<file path="src/rtl/regfile_pkg.sv">
// Shared widths, grant source encoding and writeback payload for the write arbiter.
package regfile_pkg;

    localparam int unsigned XLEN      = 32;
    localparam int unsigned NREG      = 16;
    localparam int unsigned REG_SEL_W = 4;

    typedef enum logic {
        GRANT_ALU = 1'b0,
        GRANT_LD  = 1'b1
    } grant_src_t;

    typedef struct packed {
        logic [REG_SEL_W-1:0] rd;
        logic [XLEN-1:0]      data;
    } wb_req_t;

endpackage

</file>
<file path="src/rtl/regfile_write_arbiter_if.sv">
// Writeback handshake bundle from the ALU and the load unit to the arbiter.
interface regfile_write_arbiter_if;
    import regfile_pkg::*;

    logic                 alu_valid;
    logic [REG_SEL_W-1:0] alu_rd;
    logic [XLEN-1:0]      alu_data;
    logic                 alu_ready;
    logic                 ld_valid;
    logic [REG_SEL_W-1:0] ld_rd;
    logic [XLEN-1:0]      ld_data;
    logic                 ld_ready;

    modport master (
        output alu_valid, alu_rd, alu_data, ld_valid, ld_rd, ld_data,
        input  alu_ready, ld_ready
    );

    modport slave (
        input  alu_valid, alu_rd, alu_data, ld_valid, ld_rd, ld_data,
        output alu_ready, ld_ready
    );

endinterface

</file>
<file path="src/rtl/rr_arbiter2.sv">
// Two-requester round-robin arbiter; the requester not granted last wins a tie.
module rr_arbiter2
    import regfile_pkg::*;
(
    input  logic clk,
    input  logic rst,
    input  logic req_alu,
    input  logic req_ld,
    output logic gnt_alu,
    output logic gnt_ld
);

    grant_src_t last_q;
    grant_src_t last_d;

    // Last-grant state register; reset favours the load unit on the first tie.
    always_ff @(posedge clk) begin
        if (rst) begin
            last_q <= GRANT_ALU;
        end else begin
            last_q <= last_d;
        end
    end

    // Last-grant advances only when someone is actually granted.
    always_comb begin
        last_d = last_q;
        if (gnt_alu) begin
            last_d = GRANT_ALU;
        end else if (gnt_ld) begin
            last_d = GRANT_LD;
        end
    end

    // Grant decode; nothing is granted while reset is held.
    always_comb begin
        gnt_alu = 1'b0;
        gnt_ld  = 1'b0;
        if (!rst) begin
            if (req_alu && req_ld) begin
                if (last_q == GRANT_ALU) begin
                    gnt_ld = 1'b1;
                end else begin
                    gnt_alu = 1'b1;
                end
            end else begin
                gnt_alu = req_alu;
                gnt_ld  = req_ld;
            end
        end
    end

endmodule

</file>
<file path="src/rtl/regfile_write_arbiter.sv">
// Shares the register-file write port between ALU and load writeback,
// tracks outstanding loads per register and flags decode read hazards.
module regfile_write_arbiter
    import regfile_pkg::*;
(
    input  logic                 clk,
    input  logic                 rst,
    regfile_write_arbiter_if.slave wb,
    input  logic                 ld_issue,
    input  logic [REG_SEL_W-1:0] ld_issue_rd,
    input  logic [REG_SEL_W-1:0] rs1_sel,
    input  logic [REG_SEL_W-1:0] rs2_sel,
    output logic                 hazard,
    output logic [NREG-1:0]      busy,
    output logic                 rf_wr_en,
    output logic [REG_SEL_W-1:0] rf_wr_reg,
    output logic [XLEN-1:0]      rf_wr_value
);

    logic            alu_elig;
    logic            gnt_alu;
    logic            gnt_ld;
    logic            granted;
    wb_req_t         win_req;
    logic [NREG-1:0] busy_d;
    logic            hz1;
    logic            hz2;

    // ALU is held off while its destination still has a load outstanding (WAW).
    always_comb begin
        alu_elig = wb.alu_valid && !(busy[wb.alu_rd] && (wb.alu_rd != '0));
    end

    rr_arbiter2 u_arb (
        .clk     (clk),
        .rst     (rst),
        .req_alu (alu_elig),
        .req_ld  (wb.ld_valid),
        .gnt_alu (gnt_alu),
        .gnt_ld  (gnt_ld)
    );

    // Handshake readies and winning payload select.
    always_comb begin
        wb.alu_ready = gnt_alu;
        wb.ld_ready  = gnt_ld;
        granted      = gnt_alu || gnt_ld;
        if (gnt_ld) begin
            win_req.rd   = wb.ld_rd;
            win_req.data = wb.ld_data;
        end else begin
            win_req.rd   = wb.alu_rd;
            win_req.data = wb.alu_data;
        end
    end

    // Write stage: one cycle from accept to write enable; x0 writes are swallowed.
    always_ff @(posedge clk) begin
        if (rst) begin
            rf_wr_en    <= 1'b0;
            rf_wr_reg   <= '0;
            rf_wr_value <= '0;
        end else if (granted) begin
            rf_wr_en    <= (win_req.rd != '0);
            rf_wr_reg   <= win_req.rd;
            rf_wr_value <= win_req.data;
        end else begin
            rf_wr_en    <= 1'b0;
        end
    end

    // Scoreboard next state: writeback clears, issue sets, set wins on collision.
    always_comb begin
        busy_d = busy;
        if (gnt_ld) begin
            busy_d[wb.ld_rd] = 1'b0;
        end
        if (ld_issue && (ld_issue_rd != '0)) begin
            busy_d[ld_issue_rd] = 1'b1;
        end
        busy_d[0] = 1'b0;
    end

    // Scoreboard register.
    always_ff @(posedge clk) begin
        if (rst) begin
            busy <= '0;
        end else begin
            busy <= busy_d;
        end
    end

    // Read hazard covers outstanding loads and the write still in flight.
    always_comb begin
        hz1    = (rs1_sel != '0) && (busy[rs1_sel] || (rf_wr_en && (rf_wr_reg == rs1_sel)));
        hz2    = (rs2_sel != '0) && (busy[rs2_sel] || (rf_wr_en && (rf_wr_reg == rs2_sel)));
        hazard = hz1 || hz2;
    end

endmodule

</file>
<file path="src/flat_wrapper.sv">
// flat-port wrapper written by rule: the top's interface ports become plain ports
module regfile_write_arbiter_flat import regfile_pkg::*;
  (clk, rst, ld_issue, ld_issue_rd, rs1_sel, rs2_sel, hazard, busy, rf_wr_en, rf_wr_reg, rf_wr_value, wb_alu_valid, wb_alu_rd, wb_alu_data, wb_ld_valid, wb_ld_rd, wb_ld_data, wb_alu_ready, wb_ld_ready);
  regfile_write_arbiter_if wb_i ();
  input  logic clk;
  input  logic rst;
  input  logic ld_issue;
  input  logic [REG_SEL_W-1:0] ld_issue_rd;
  input  logic [REG_SEL_W-1:0] rs1_sel;
  input  logic [REG_SEL_W-1:0] rs2_sel;
  output logic hazard;
  output logic [NREG-1:0] busy;
  output logic rf_wr_en;
  output logic [REG_SEL_W-1:0] rf_wr_reg;
  output logic [XLEN-1:0] rf_wr_value;
  input wire logic [$bits(wb_i.alu_valid)-1:0] wb_alu_valid;
  input wire logic [$bits(wb_i.alu_rd)-1:0] wb_alu_rd;
  input wire logic [$bits(wb_i.alu_data)-1:0] wb_alu_data;
  input wire logic [$bits(wb_i.ld_valid)-1:0] wb_ld_valid;
  input wire logic [$bits(wb_i.ld_rd)-1:0] wb_ld_rd;
  input wire logic [$bits(wb_i.ld_data)-1:0] wb_ld_data;
  output wire logic [$bits(wb_i.alu_ready)-1:0] wb_alu_ready;
  output wire logic [$bits(wb_i.ld_ready)-1:0] wb_ld_ready;
  assign wb_i.alu_valid = wb_alu_valid;
  assign wb_i.alu_rd = wb_alu_rd;
  assign wb_i.alu_data = wb_alu_data;
  assign wb_i.ld_valid = wb_ld_valid;
  assign wb_i.ld_rd = wb_ld_rd;
  assign wb_i.ld_data = wb_ld_data;
  assign wb_alu_ready = wb_i.alu_ready;
  assign wb_ld_ready = wb_i.ld_ready;
  regfile_write_arbiter u_core (.clk(clk), .rst(rst), .wb(wb_i), .ld_issue(ld_issue), .ld_issue_rd(ld_issue_rd), .rs1_sel(rs1_sel), .rs2_sel(rs2_sel), .hazard(hazard), .busy(busy), .rf_wr_en(rf_wr_en), .rf_wr_reg(rf_wr_reg), .rf_wr_value(rf_wr_value));
endmodule
</file>
<file path="config.mk">
export PLATFORM = sky130hd
export DESIGN_NAME = regfile_write_arbiter_flat
export DESIGN_NICKNAME = d
export VERILOG_FILES = /design/src/rtl/regfile_pkg.sv /design/src/rtl/regfile_write_arbiter_if.sv /design/src/rtl/rr_arbiter2.sv /design/src/rtl/regfile_write_arbiter.sv /design/src/flat_wrapper.sv
export SDC_FILE = /design/constraint.sdc
export NUM_CORES = 1
export LEC_CHECK = 0
export ABC_CLOCK_PERIOD_IN_PS = 3400
export CELL_PAD_IN_SITES_DETAIL_PLACEMENT = 0
export CELL_PAD_IN_SITES_GLOBAL_PLACEMENT = 1
export CORE_ASPECT_RATIO = 1.1
export CORE_MARGIN = 2
export CORE_UTILIZATION = 28
export DETAILED_ROUTE_END_ITERATION = 10
export PLACE_DENSITY = 0.92
export SYNTH_ARGS = -nofsm -noshare
export SYNTH_HDL_FRONTEND = slang
export SYNTH_HIERARCHICAL = 1
export SYNTH_SLANG_ARGS = --single-unit
</file>
<file path="constraint.sdc">
create_clock -name clk -period 3.4 [get_ports clk]
set_clock_uncertainty 0.2 [all_clocks]
set_input_delay 0.51 -clock clk [delete_from_list [all_inputs] [get_ports clk]]
set_output_delay 0.51 -clock clk [all_outputs]
set_load 0.01 [all_outputs]
</file>
==> summary.md, run 1 <==
| Metric | Value |
|---|---|
| Status | finished clean |
| Largest net degree at the start of global routing | 55 |
| Gpl congestion | 0.855 |
| Top Ports | 145 |
| Crit path launch type | input port |
| Slew Limit Fails | 0 |
| Multiplexer share of the synthesized area | 21.4% |
| DR vias/cell | 4.92 |
| Unrepaired setup endpoints after global routing | false |
| HPWL Detailed | 6.89 mm |
| Cell taking the most area after synthesis | dfxtp_1 |
| Leakage | 1.66 nW |
| Worst reg2reg path depth | 11 |
| Clock Latency Late Sink | 0.30 ns |
| Cell variety after synth | 39 |
| Net Count, Synth | 430 |
| Routed wire length per instance | 15.4 µm |
| Crit path DAT | 2.56 ns |
| H-tree depth | 2 |
| Ys flop type | dfxtp_1 |
| Worst-case clock buffer depth | 2 |
| CTS tree | done |
| TritonRoute pass-1 iters | 4 |
| Data required, critical path | 2.69 ns |
| ANT nets after route | 0 |
| Setup CP Type | input port to primary output |
| Number of global-route vias before repair | 2,913 |
| Root Buffer | clkbuf_8 |
| Tightest Hold Check Type | flop to flop |
| CP Max Fanout | 3 |
| Xor/xnor cell area share of the yosys netlist | 1.83% |
| Port bufs | 143 |
| Largest family of logic cells by synthesized area | multiplexers |
| Tightest Pin Transition | 0.565 ns |
| CTS clk-pin slew, worst paths | 0.10 ns |
| Final core utilization | 45.7% |
| Initial antenna violation count | 0 |
| R2R Path Start | u_core/busy[13] |
| Final WL | 9.25 mm |
| Max Freq | 306 MHz |
| Core footprint | 0.00994 mm² |
| GRT overflow | 0 |
| Area grow syn2layout | 58.2% |
| RR Endpoint | u_core/rf_wr_value[31] |
| Syn Std Cell Area | 0.00287 mm² |
| Layout cells sized above 1 | 7.90% |
| Post-synth ARST share | 0% |
| Die W | 101 µm |
| Final worst path period share | 96.2% |
| Die Footprint | 0.0111 mm² |
| Die Ht | 110 µm |
| First-pass GRT wire length | 14.0 mm |
| Commonest non-fill, non-tap cell in the layout | clkdlybuf4s50_1 |
| Setup bufs post-CTS | 0 |
| Initial Util | 28.9% |
| Power, Total | 1.43 mW |
| Number of synthesized register bits | 53 |
| CTS sink cnt | 53 |
| Post-synth EDFFs | 0 |
| Worst Setup End Kind | primary output |
| Setup slack, reg-to-reg | 0.64 ns |
| Max FFs per register | 32 |
| Ranking of synthesized cells by area | dfxtp_1 (37%), mux2i_1 (14%), a21oi_1 (10%), nor2_1 (9.6%), mux4_2 (7.1%) |
| Fillers | 989 |
| Initial DRC Count | 128 |
| Commonest cells after routing, fill and taps aside | clkdlybuf4s50_1 (138), nor2_1 (73), a21oi_1 (58) |
| Yosys Warn Count | 6 |
| NumNets Final | 569 |
| Mapped Avg Cell Area | 8.41 µm² |
| Simple-Gate Fraction of Synth Area | 19.6% |
| Adder-cell share of the synthesized area | 0% |
| Setup crit end | wb_alu_ready |
| Synth Area in Compound Gates | 15.4% |
| Top cell type's share of synthesized area | 37.0% |
| CTS buffer count | 5 |
| Setup Viol. Count Final | 0 |
| Drc violations | 0 |
| IR drop worst, VDD | 0.000186 V |
| Sequential area share after synthesis | 37.0% |
| Overall routing resource usage | 15.9% |
| Max-cap viol count | 0 |
| Post-layout min period | 3.27 ns |
| Ant diodes | 0 |
| Relative slew slack | 62.3% |
| Row count | 38 |
| Syn Inst Count | 341 |
| Pwr Density | 315 mW/mm² |
| Via Count | 2,957 |
| Final Hold Vio Count | 0 |
| Crit. Startpoint | wb_alu_rd[0] |
## worst max-delay path, cell delays in order
cell,delay (ns)
clkdlybuf4s50_1,0.52
mux4_2,0.50
nand2b_1,0.16
o211ai_1,0.09
o211a_1,0.25
nor3b_2,0.22
dlygate4sd2_1,0.30
## metal layers
layer / up-vias / track usage, % / routed length, µm / part of all wire [%]
met5: - / 0 / 0 / 0
met4: 0 / 4.21 / 82 / 0.89
met3: 7 / 3.59 / 585 / 6.3
met2: 113 / 28.2 / 4740 / 51
met1: 1376 / 19.5 / 3850 / 42
li1: 1461 / - / - / -
## how the worst min path moves through the flow
stage                         startpoint        endpoint  slack (ns)  depth (start not counted)
final                     u_core/busy[6]  u_core/busy[6]        0.36                          2
after global routing      u_core/busy[4]  u_core/busy[4]        0.39                          2
after CTS                 u_core/busy[6]  u_core/busy[6]        0.35                          2
after detailed placement  u_core/busy[6]  u_core/busy[6]        0.33                          2
after global placement    u_core/busy[6]  u_core/busy[6]        0.34                          2
after floorplan           u_core/busy[9]  u_core/busy[9]        0.33                          2
## per-stage QoR
step	setup slack, ns	instances	TNS [ns]	cell area [µm²]	hold slack, ns
finish	0.130	601	0	4540	0.355
global route	0.0283	601	0	4540	0.390
global placement	-0.205	593	-2.82	4450	0.340
detailed placement	-0.216	593	-3.92	4450	0.335
floorplan	0.0279	341	0	2870	0.326
CTS	0.0422	601	0	4540	0.352
## cell usage after synthesis (2+ instances only)
| library cell | count |
|---|---|
| a211oi_1 | 3 |
| a21oi_1 | 58 |
| and2_1 | 2 |
| and3b_1 | 3 |
| buf_1 | 3 |
| buf_2 | 4 |
| buf_6 | 2 |
| clkbuf_1 | 14 |
| dfxtp_1 | 53 |
| mux2i_1 | 40 |
| mux4_2 | 9 |
| nand2_1 | 12 |
| nand2b_1 | 4 |
| nand3_1 | 6 |
| nand3b_1 | 3 |
| nand4_1 | 2 |
| nor2_1 | 73 |
| nor2b_1 | 6 |
| nor3_1 | 2 |
| nor3b_1 | 3 |
| o211ai_1 | 2 |
| o21ai_0 | 15 |
| xnor2_1 | 6 |
## timing repair
action | CTS | global route
hold buffers | 0 | 0
endpoints found under the setup margin | 3 | 1
gates resized for setup | 3 | 1
endpoints found under the hold margin | 0 | 0
## area by class of cell
class	count	area (µm²)	share of cell area (%)
clock buffer	5	68.8	1.52
clock inverter	3	17.5	0.386
inverter	1	3.75	0.0827
multi-input combinational	262	1690	37.3
sequential	53	1060	23.4
tap	120	150	3.31
timing repair buffer	157	1540	34.0
## report_power, final
group	internal, mW	switching (mW)	leakage, nW
clock network	0.143	0.215	0.0439
registers	0.655	0.0268	0.433
logic	0.230	0.161	1.18
total	1.03	0.403	1.66
## cell families after synthesis
| logic type | after synthesis |
|---|---|
| AND/OR/NAND/NOR | 122 |
| other | 1 |
| AO/OA/AOI/OAI | 83 |
| XOR/XNOR | 6 |
| buffers and inverters | 26 |
| flip-flops | 53 |
| multiplexers | 50 |
Note: power is estimated with default switching activity, not from simulation.
==> inputs of run 2 (changes only) <==
Settings changed: CORE_MARGIN 2 to 4, CORE_UTILIZATION 28 to 29, CTS_BUF_LIST set to sky130_fd_sc_hd__clkbuf_4, GPL_TIMING_DRIVEN set to 0, PLACE_DENSITY 0.92 to 0.94.
==> run 2 against run 1 <==
Worst hold slack worse by 0.00064 ns. Final area is 1.5% lower. Clock-buffer cell count is 1 higher. Non-clock buffer count is 5 higher.
==> summary.md, run 2 (synthesized netlist as in run 1, its figures left out) <==
| Metric | Value |
|---|---|
| Status | finished clean |
| Slew Limit Fails | 0 |
| R2R Path Start | u_core/busy[15] |
| Tightest Pin Transition | 0.524 ns |
| Number of global-route vias before repair | 3,024 |
| Die W | 103 µm |
| Initial Util | 30.2% |
| Leakage | 1.61 nW |
| Via Count | 3,002 |
| Commonest cells after routing, fill and taps aside | clkdlybuf4s50_1 (135), nor2_1 (73), a21oi_1 (58) |
| Setup crit end | wb_ld_ready |
| Die Ht | 112 µm |
| Port bufs | 137 |
| Crit. Startpoint | wb_alu_rd[2] |
| TritonRoute pass-1 iters | 4 |
| Max-cap viol count | 0 |
| Slowest CP cell | clkdlybuf4s50_1 |
| HPWL Detailed | 7.66 mm |
| Register Area | 0.00106 mm² |
| Clock Latency Late Sink | 0.37 ns |
| Commonest non-fill, non-tap cell in the layout | clkdlybuf4s50_1 |
| Crit path DAT | 2.60 ns |
| First-pass GRT wire length | 15.4 mm |
| Top Ports | 145 |
| Initial DRC Count | 137 |
| Worst path bufs/invs | 2 |
| CTS tree | done |
| Setup CP Type | input port to primary output |
| NumNets Final | 574 |
| Hold_buf cts | 0 |
| Ant diodes | 0 |
| Relative slew slack | 65.1% |
| Footprint of the multi-input gates | 0.00169 mm² |
| Overall routing resource usage | 16.6% |
| Largest net degree at the start of global routing | 16 |
| Fillers | 927 |
| Die Footprint | 0.0116 mm² |
| DR vias/cell | 4.98 |
| Tightest Hold Check Type | flop to flop |
| Routed wire length per instance | 16.2 µm |
| Setup WS post-layout | 0.0932 ns |
| Critical path depth | 7 |
| Worst Hold Depth | 2 |
| Setup slack, reg-to-reg | 0.32 ns |
| Worst reg2reg path depth | 11 |
| Max FFs per register | 32 |
| Drc violations | 0 |
| Pwr Density | 320 mW/mm² |
| Gpl congestion | 0.879 |
| IR drop worst, VDD | 0.000176 V |
| Final WL | 9.76 mm |
| Initial antenna violation count | 0 |
| GRT overflow | 0 |
| Setup Viol. Count Final | 0 |
| CTS clk-pin slew, worst paths | 0.15 ns |
| Setup bufs post-CTS | 0 |
| Dpl cells | 595 |
| CTS sink cnt | 53 |
| CP Max Fanout | 7 |
| Unrepaired setup endpoints after global routing | true |
| Cell family with most CP delay | buffers and inverters |
| Row count | 37 |
| RR Endpoint | u_core/rf_wr_value[2] |
| Worst-case clock buffer depth | 2 |
| Final Hold Vio Count | 0 |
| Data required, critical path | 2.69 ns |
| Post-layout min period | 3.31 ns |
| Worst hold slack | 0.355 ns |
| CTS buffer count | 5 |
| CP cell instances | dlygate4sd2_1, mux2i_1, a211oi_1, a21oi_1, o211a_1, a211oi_2, clkdlybuf4s50_1 |
| Core footprint | 0.00949 mm² |
| Crit path launch type | input port |
| Worst Setup End Kind | primary output |
| Max Freq | 302 MHz |
| Area grow syn2layout | 55.8% |
| H-tree depth | 2 |
| Crit path largest cell delay | 0.62 ns |
| Setup slack at placement | -0.667 ns |
| Layout cells sized above 1 | 6.58% |
| ANT nets after route | 0 |
| Non-Filler Instances | 603 |
| Final worst path period share | 97.3% |
| Root Buffer | clkbuf_4 |
[run 2: cell types whose count changed in the layout (fill, tap and decap cells not counted), moves of 2 or more]
| cell | previous run | this run |
|---|---|---|
| clkbuf_2 | 0 | 2 |
| clkbuf_4 | 0 | 6 |
| dlygate4sd2_1 | 3 | 1 |
| buf_6 | 0 | 2 |
| clkinv_2 | 2 | 0 |
| buf_2 | 1 | 4 |
| clkbuf_8 | 5 | 1 |
| buf_1 | 0 | 3 |
| clkbuf_1 | 0 | 13 |
| clkdlybuf4s50_1 | 138 | 135 |
| buf_4 | 13 | 1 |
[run 2: power by group]
part           leakage [nW]  internal, mW  switching (mW)
combinational          1.13         0.224           0.165
clock                0.0433         0.162           0.198
sequential            0.433         0.655          0.0247
total                  1.61          1.04           0.388
[run 2: timing repair]
item | CTS | global route
setup endpoints to repair | 29 | 18
resized for setup | 5 | 3
endpoints found under the hold margin | 0 | 0
[run 2: layout make-up]
type | count | share of cell area (%)
timing repair buffer | 137 | 30.5
clock buffer | 6 | 1.01
tap | 117 | 3.27
clock inverter | 2 | 0.756
sequential | 53 | 23.7
multi-input combinational | 262 | 37.7
buffer | 25 | 2.88
inverter | 1 | 0.0840
[run 2: worst register-to-register path, stage by stage (launching register included)]
cell      delay, ns
dfxtp_1        0.38
mux4_2         0.47
nand2b_1       0.15
o211ai_1       0.10
o211a_1        0.23
nor3b_2        0.24
buf_2          0.32
buf_2          0.39
mux2i_1        0.25
nor2_1         0.06
a21oi_1        0.13
nor2_1         0.05
[run 2: stage by stage]
stage,utilization (%),total power [mW],setup TNS (ns),instance area [µm²]
after floorplan,-,0.866,0,2870
after global placement,46.2,1.08,-19.88,4390
after detailed placement,46.2,1.08,-23.24,4390
after CTS,47.1,1.45,0,4470
after global routing,47.1,1.51,-0.0292,4470
final,47.1,1.43,0,4470
[run 2: worst min-delay path by stage]
stage,startpoint,to,slack (ns)
after floorplan,u_core/busy[9],u_core/busy[9],0.33
after global placement,u_core/busy[7],u_core/busy[7],0.32
after detailed placement,u_core/busy[1],u_core/busy[1],0.33
after CTS,u_core/busy[1],u_core/busy[1],0.35
after global routing,u_core/busy[4],u_core/busy[4],0.39
final,u_core/busy[9],u_core/busy[9],0.35
[run 2: per-layer routing]
layer  global-route usage (%)  up-vias  part of all wire (%)
li1                         -     1483                     -
met1                     20.0     1417                    41
met2                     28.4       96                    50
met3                     5.03        6                   8.2
met4                     4.40        0                  0.56
met5                        0        -                     0
==> inputs of run 3 (changes only) <==
Settings changed: HOLD_SLACK_MARGIN set to 0.08.
==> results of run 3 <==
Same layout as run 2: the final DEF is identical, and so are final timing and power.
==> RTL change 1: new RTL, config.mk and constraints of run 3 <==
Change the package constant `REG_SEL_W` from 4 to 6.
--- a/src/rtl/regfile_pkg.sv
+++ b/src/rtl/regfile_pkg.sv
@@ -3,7 +3,7 @@
 
     localparam int unsigned XLEN      = 32;
     localparam int unsigned NREG      = 16;
-    localparam int unsigned REG_SEL_W = 4;
+    localparam int unsigned REG_SEL_W = 6;
 
     typedef enum logic {
         GRANT_ALU = 1'b0,
Interface: changed (6 resized); port bits go from 145 to 157. No check against the original RTL was run, so the function may have changed too.
==> RTL change 1 against run 3 <==
- design area grew 7.3%
- count of clock-buffer cells in the layout fell by 1
- sequential cell count up 2
- total power grew 2.2%
- routed wire length up 9.0%
- worst setup slack gained 0.053 ns
- largest cell class unchanged
- sequential power up 3.4%
- critical endpoint unchanged
- sequential share of layout area fell by 0.79 points
- area after synthesis grew 6.0%
==> RTL change 1: results (changes against run 3) <==
wl_mm: 10.6  # +9.0%
globalplace.congestion: 0.843  # -4.0%
synth_nets: 466  # +8.4%
timing.critical_path.slowest_cell_delay_ns: 0.52  # -0.10 ns
synth.mux.area_fraction_pct: 21.4  # -0.023 points
yosysSeqAreaShare_pct: 36.2  # -0.78 points
synthTopCellsByArea: "dfxtp_1 (36%), mux2i_1 (13%), nor2_1 (9.5%)"
critPathArrivalTime_ns: 2.54  # -0.06 ns
status: "finished clean"
final.period_utilization_pct: 95.7  # -1.6 points
flip_flop_count_of_the_largest_register_after_layout: 32  # unchanged
worst_pin_slew_ns: 0.783  # +0.259 ns
global_route.usage.total_pct: 16.6  # +0.035 points
grt_start_max_net_pins: 17  # +1
wl_met2_mm: 5.57  # +13%
io_buffer_count: 150  # +9.5%
drt_iter0_drc: 152  # +11%
finish.net_count: 623  # +8.5%
post-place-ws_ns: -0.606  # +0.0613 ns
cp_max_fo: 5  # -2
drive_gt1_share_pct: 5.71  # -0.87 points
critical_path.top_delay_family: "multiplexers"
synthesized_area_fraction_occupied_by_ao_oa_aoi_and_oai_cells_pct: 14.5  # -0.96 points
synth_cell_type_count: 38  # -2.6%
routedLengthMet1_mm: 4.40  # +11%
crit_slowest_cell: "mux4_2"
power_leakage_nw: 1.74  # +8.4%
cts.clk_slew.worst_paths_ns: 0.16
route.vias.total: 3273  # +9.0%
## RTL change 1: changes by cell type after synthesis, sizes merged, moves of 3 or more
cell	change
inv	+3
nand2	+13
nand3b	-3
a21oi	-4
nor2	+4
nor2b	+3
xor2	+6
nand3	-3
## RTL change 1: tightest hold or removal path, stage by stage (launching register included)
cell	delay, ns
dfxtp_1	0.37
o21ai_0	0.08
a21oi_1	0.07
## RTL change 1: final cells by class
class | count | area (um^2)
clock inverter | 3 | 38.8
sequential | 55 | 1100
inverter | 4 | 15.0
tap | 140 | 175
timing repair buffer | 150 | 1500
clock buffer | 5 | 37.5
multi-input combinational | 282 | 1820
buffer | 26 | 119
fill | 995 | 5230
## RTL change 1: path summary, 6_finish.rpt
check	from	to	depth (start not counted)
setup / recovery	u_core/busy[14]	wb_ld_ready	5
hold / removal	u_core/busy[11]	u_core/busy[11]	2
setup reg to reg	u_core/busy[14]	u_core/rf_wr_value[4]	10
hold reg to reg	u_core/busy[11]	u_core/busy[11]	2
## RTL change 1: cell families after synthesis
kind of cell	Yosys count
and+or+nand+nor	136
AOI/OAI and AO/OA	82
buffers and inverters	30
other	1
xor gates and xnor gates	12
DFF	55
muxes	51
## RTL change 1: stage by stage
stage	cell area [um^2]	hold WS [ns]	TNS, ns	std cells
floorplan	3040	0.324	0	367
global placement	4720	0.320	-22.21	657
detailed placement	4720	0.324	-23.75	657
CTS	4790	0.339	0	665
global route	4800	0.385	0	665
finish	4800	0.343	0	665
## RTL change 1: timing repair
action | in CTS | in global routing
pin swaps | 0 | 0
buffers inserted | 0 | 0
endpoints found under the setup margin | 40 | 34
gates resized for setup | 2 | 5
## RTL change 1: power breakdown
| group | internal (mW) | total (mW) | switching, mW |
|---|---|---|---|
| Combinational | 0.229 | 0.398 | 0.170 |
| Clock | 0.152 | 0.359 | 0.207 |
| Sequential | 0.678 | 0.703 | 0.0249 |
| Total | 1.06 | 1.46 | 0.401 |
## RTL change 1: per-layer routing
layer  vias to the layer above  GRT usage [%]
met5                         -              0
met3                         5           3.57
met1                      1557           19.8
met2                       116           31.2
met4                         0           3.02
li1                       1595              -
==> RTL change 2: new RTL, flow settings as in run 3 <==
Made on the original files. Make the reset (`rst`) asynchronous in 3 clocked blocks.
--- a/src/rtl/rr_arbiter2.sv
+++ b/src/rtl/rr_arbiter2.sv
@@ -14,7 +14,7 @@
     grant_src_t last_d;
 
     // Last-grant state register; reset favours the load unit on the first tie.
-    always_ff @(posedge clk) begin
+    always_ff @(posedge clk or posedge rst) begin
         if (rst) begin
             last_q <= GRANT_ALU;
         end else begin
--- a/src/rtl/regfile_write_arbiter.sv
+++ b/src/rtl/regfile_write_arbiter.sv
@@ -55,7 +55,7 @@
     end
 
     // Write stage: one cycle from accept to write enable; x0 writes are swallowed.
-    always_ff @(posedge clk) begin
+    always_ff @(posedge clk or posedge rst) begin
         if (rst) begin
             rf_wr_en    <= 1'b0;
             rf_wr_reg   <= '0;
@@ -82,7 +82,7 @@
     end
 
     // Scoreboard register.
-    always_ff @(posedge clk) begin
+    always_ff @(posedge clk or posedge rst) begin
         if (rst) begin
             busy <= '0;
         end else begin
Formal check against the unedited RTL: differs if rst is asserted again (counterexample within 4 cycles, from zero or initial values and one cycle with rst high); with rst held inactive, the same outputs for 10 cycles.
==> RTL change 2 against run 3 <==
- fmax is 0.43% higher
- utilization hardly changed
- sequential cell count stayed put
- routed wire length is 2.3% lower
- worst setup slack better by 0.014 ns
- area after synthesis is 3.3% higher
- design area is 4.7% higher
- critical endpoint unchanged
Power is not compared: it rests on default switching activity, and its combinational part moved more than twofold at a synthesized area within 25%.
==> RTL change 2: results (changes against run 3) <==
synth_nets: 386  # -10%
power.ir.vdd_worst_uv: 196
io_buffer_count: 136  # -0.73%
post_drt_via_cell_ratio: 5.04  # +1.3%
synth-main-ff-cell: "dfrtp_1"
via_count_of_the_first_global_routing_pass: 2953  # -2.3%
wire_length_of_the_first_global_routing_pass_mm: 14.9  # -3.0%
clk_latency_ns: 0.37  # about the same
dpl_hpwl_mm: 7.48  # -2.4%
drt-pass1-iter-count: 4  # unchanged
grt_start_max_net_pins: 28  # +12
synth_cell_type_count: 36  # -7.7%
cts.clk_slew.worst_paths_ns: 0.17  # +0.02 ns
final_cells: 571  # -5.3%
worstReg2RegEnd: "u_core/rf_wr_value[21]"
cts_made_buffers: 5  # unchanged
fillerInstances: 908  # -2.0%
synthTopCellsByArea: "dfrtp_1 (45%), mux2i_1 (14%), o21ai_0 (11%)"
ys_top_cells_by_count: "o21ai_0 (67), dfrtp_1 (53), nand2_1 (43), mux2i_1 (41), clkbuf_1 (12)"
crit_slowest_cell: "mux4_2"
cp_max_fo: 6  # -1
critical_path.top_delay_family: "multiplexers"
synthArstFlopShare_pct: 100  # +100 points
min-delay-path-class: "primary input to async pin"
worst_pin_slew_ns: 0.596  # +0.0719 ns
finish.net_count: 538  # -6.3%
initial_antenna_violation_count: 1  # +1
critPathArrivalTime_ns: 2.58  # -0.02 ns
status: "finished clean"
drive_gt1_share_pct: 10.4  # +3.9 points
ff2ff_setup_slack_ns: 0.19  # -0.13 ns
worstSetupStartpoint: "u_core/busy[14]"
timing.critical_path.slowest_cell_delay_ns: 0.51  # -0.11 ns
numPlacedInstances: 554  # -6.9%
reg2regPathDepth: 9  # -2
global_route.usage.total_pct: 15.6  # -0.98 points
yosysSeqAreaShare_pct: 44.8  # +7.8 points
globalplace.congestion: 0.845  # -3.8%
netlist_instances: 297  # -13%
final.min_clock_period_ns: 3.29  # -0.0140 ns
wl_mm: 9.53  # -2.3%
drt_iter0_drc: 163  # +19%
yosys.area.top_type_share_pct: 44.8  # +7.8 points
[RTL change 2: cell count changes in the layout (fill, tap and decap cells not counted), sizes merged, moves of 4 or more]
cell	change
dfrtp	+53
xnor2	-6
nand2b	+7
a21oi	-52
o21ai	+52
buf	+4
dfxtp	-53
inv	+5
nand2	+31
xor2	+6
nor2	-71
[RTL change 2: repair_timing]
| item | in CTS | in global routing |
|---|---|---|
| resized for setup | 8 | 7 |
| buffers inserted | 1 | 7 |
| endpoints found under the setup margin | 21 | 29 |
| hold buffers | 0 | 0 |
[RTL change 2: stage by stage]
stage / cell area [um^2] / hold WS (ns) / setup TNS (ns) / setup WS (ns) / total power, mW
after detailed placement: 4490 / 0.359 / -6.92 / -0.276 / 1.94
after global routing: 4680 / 0.156 / -0.000297 / -0.000297 / 2.55
after floorplan: 2960 / 0.0387 / 0 / 0.0774 / 1.35
after global placement: 4470 / 0.335 / -3.84 / -0.181 / 1.91
final: 4680 / 0.178 / 0 / 0.107 / 2.40
after CTS: 4620 / 0.148 / 0 / 0.00181 / 2.40
[RTL change 2: worst max path at each step]
stage	to
floorplan	u_core/rf_wr_value[18]
global placement	u_core/rf_wr_value[19]
detailed placement	u_core/rf_wr_value[12]
CTS	wb_alu_ready
global route	wb_ld_ready
finish	wb_ld_ready
[RTL change 2: cell families after synthesis]
family	after synthesis	share of synthesized area [%]
AO/OA/AOI/OAI	84	15.1
AND/OR/NAND/NOR	76	12.4
flip-flops	53	44.8
multiplexers	52	21.8
buffers and inverters	25	3.97
XOR/XNOR	6	1.77
other	1	0.127
[RTL change 2: power groups by stage]
| stage | registers, mW | clock network [mW] | logic [mW] |
|---|---|---|---|
| final | 0.939 | 0.442 | 1.02 |
| after detailed placement | 0.963 | 0 | 0.975 |
| after CTS | 0.951 | 0.465 | 0.989 |
| after global routing | 0.966 | 0.481 | 1.10 |
| after floorplan | 1.00 | 0 | 0.351 |
| after global placement | 0.959 | 0 | 0.954 |
[RTL change 2: area by class of cell]
cell class | instances | area share (%)
Antenna cell | 1 | 0.0534
Buffer | 20 | 2.30
Clock buffer | 5 | 0.802
Clock inverter | 3 | 1.47
Inverter | 5 | 0.401
Multi-Input combinational cell | 219 | 32.7
Sequential cell | 53 | 28.4
Tap cell | 120 | 3.21
Timing Repair Buffer | 145 | 30.7
[RTL change 2: metal layers]
layer  routed length [um]  GRT usage (%)
met1                 3960           19.3
met2                 4860           27.4
met3                  557           3.28
met4                  154           4.79
met5                    0              0
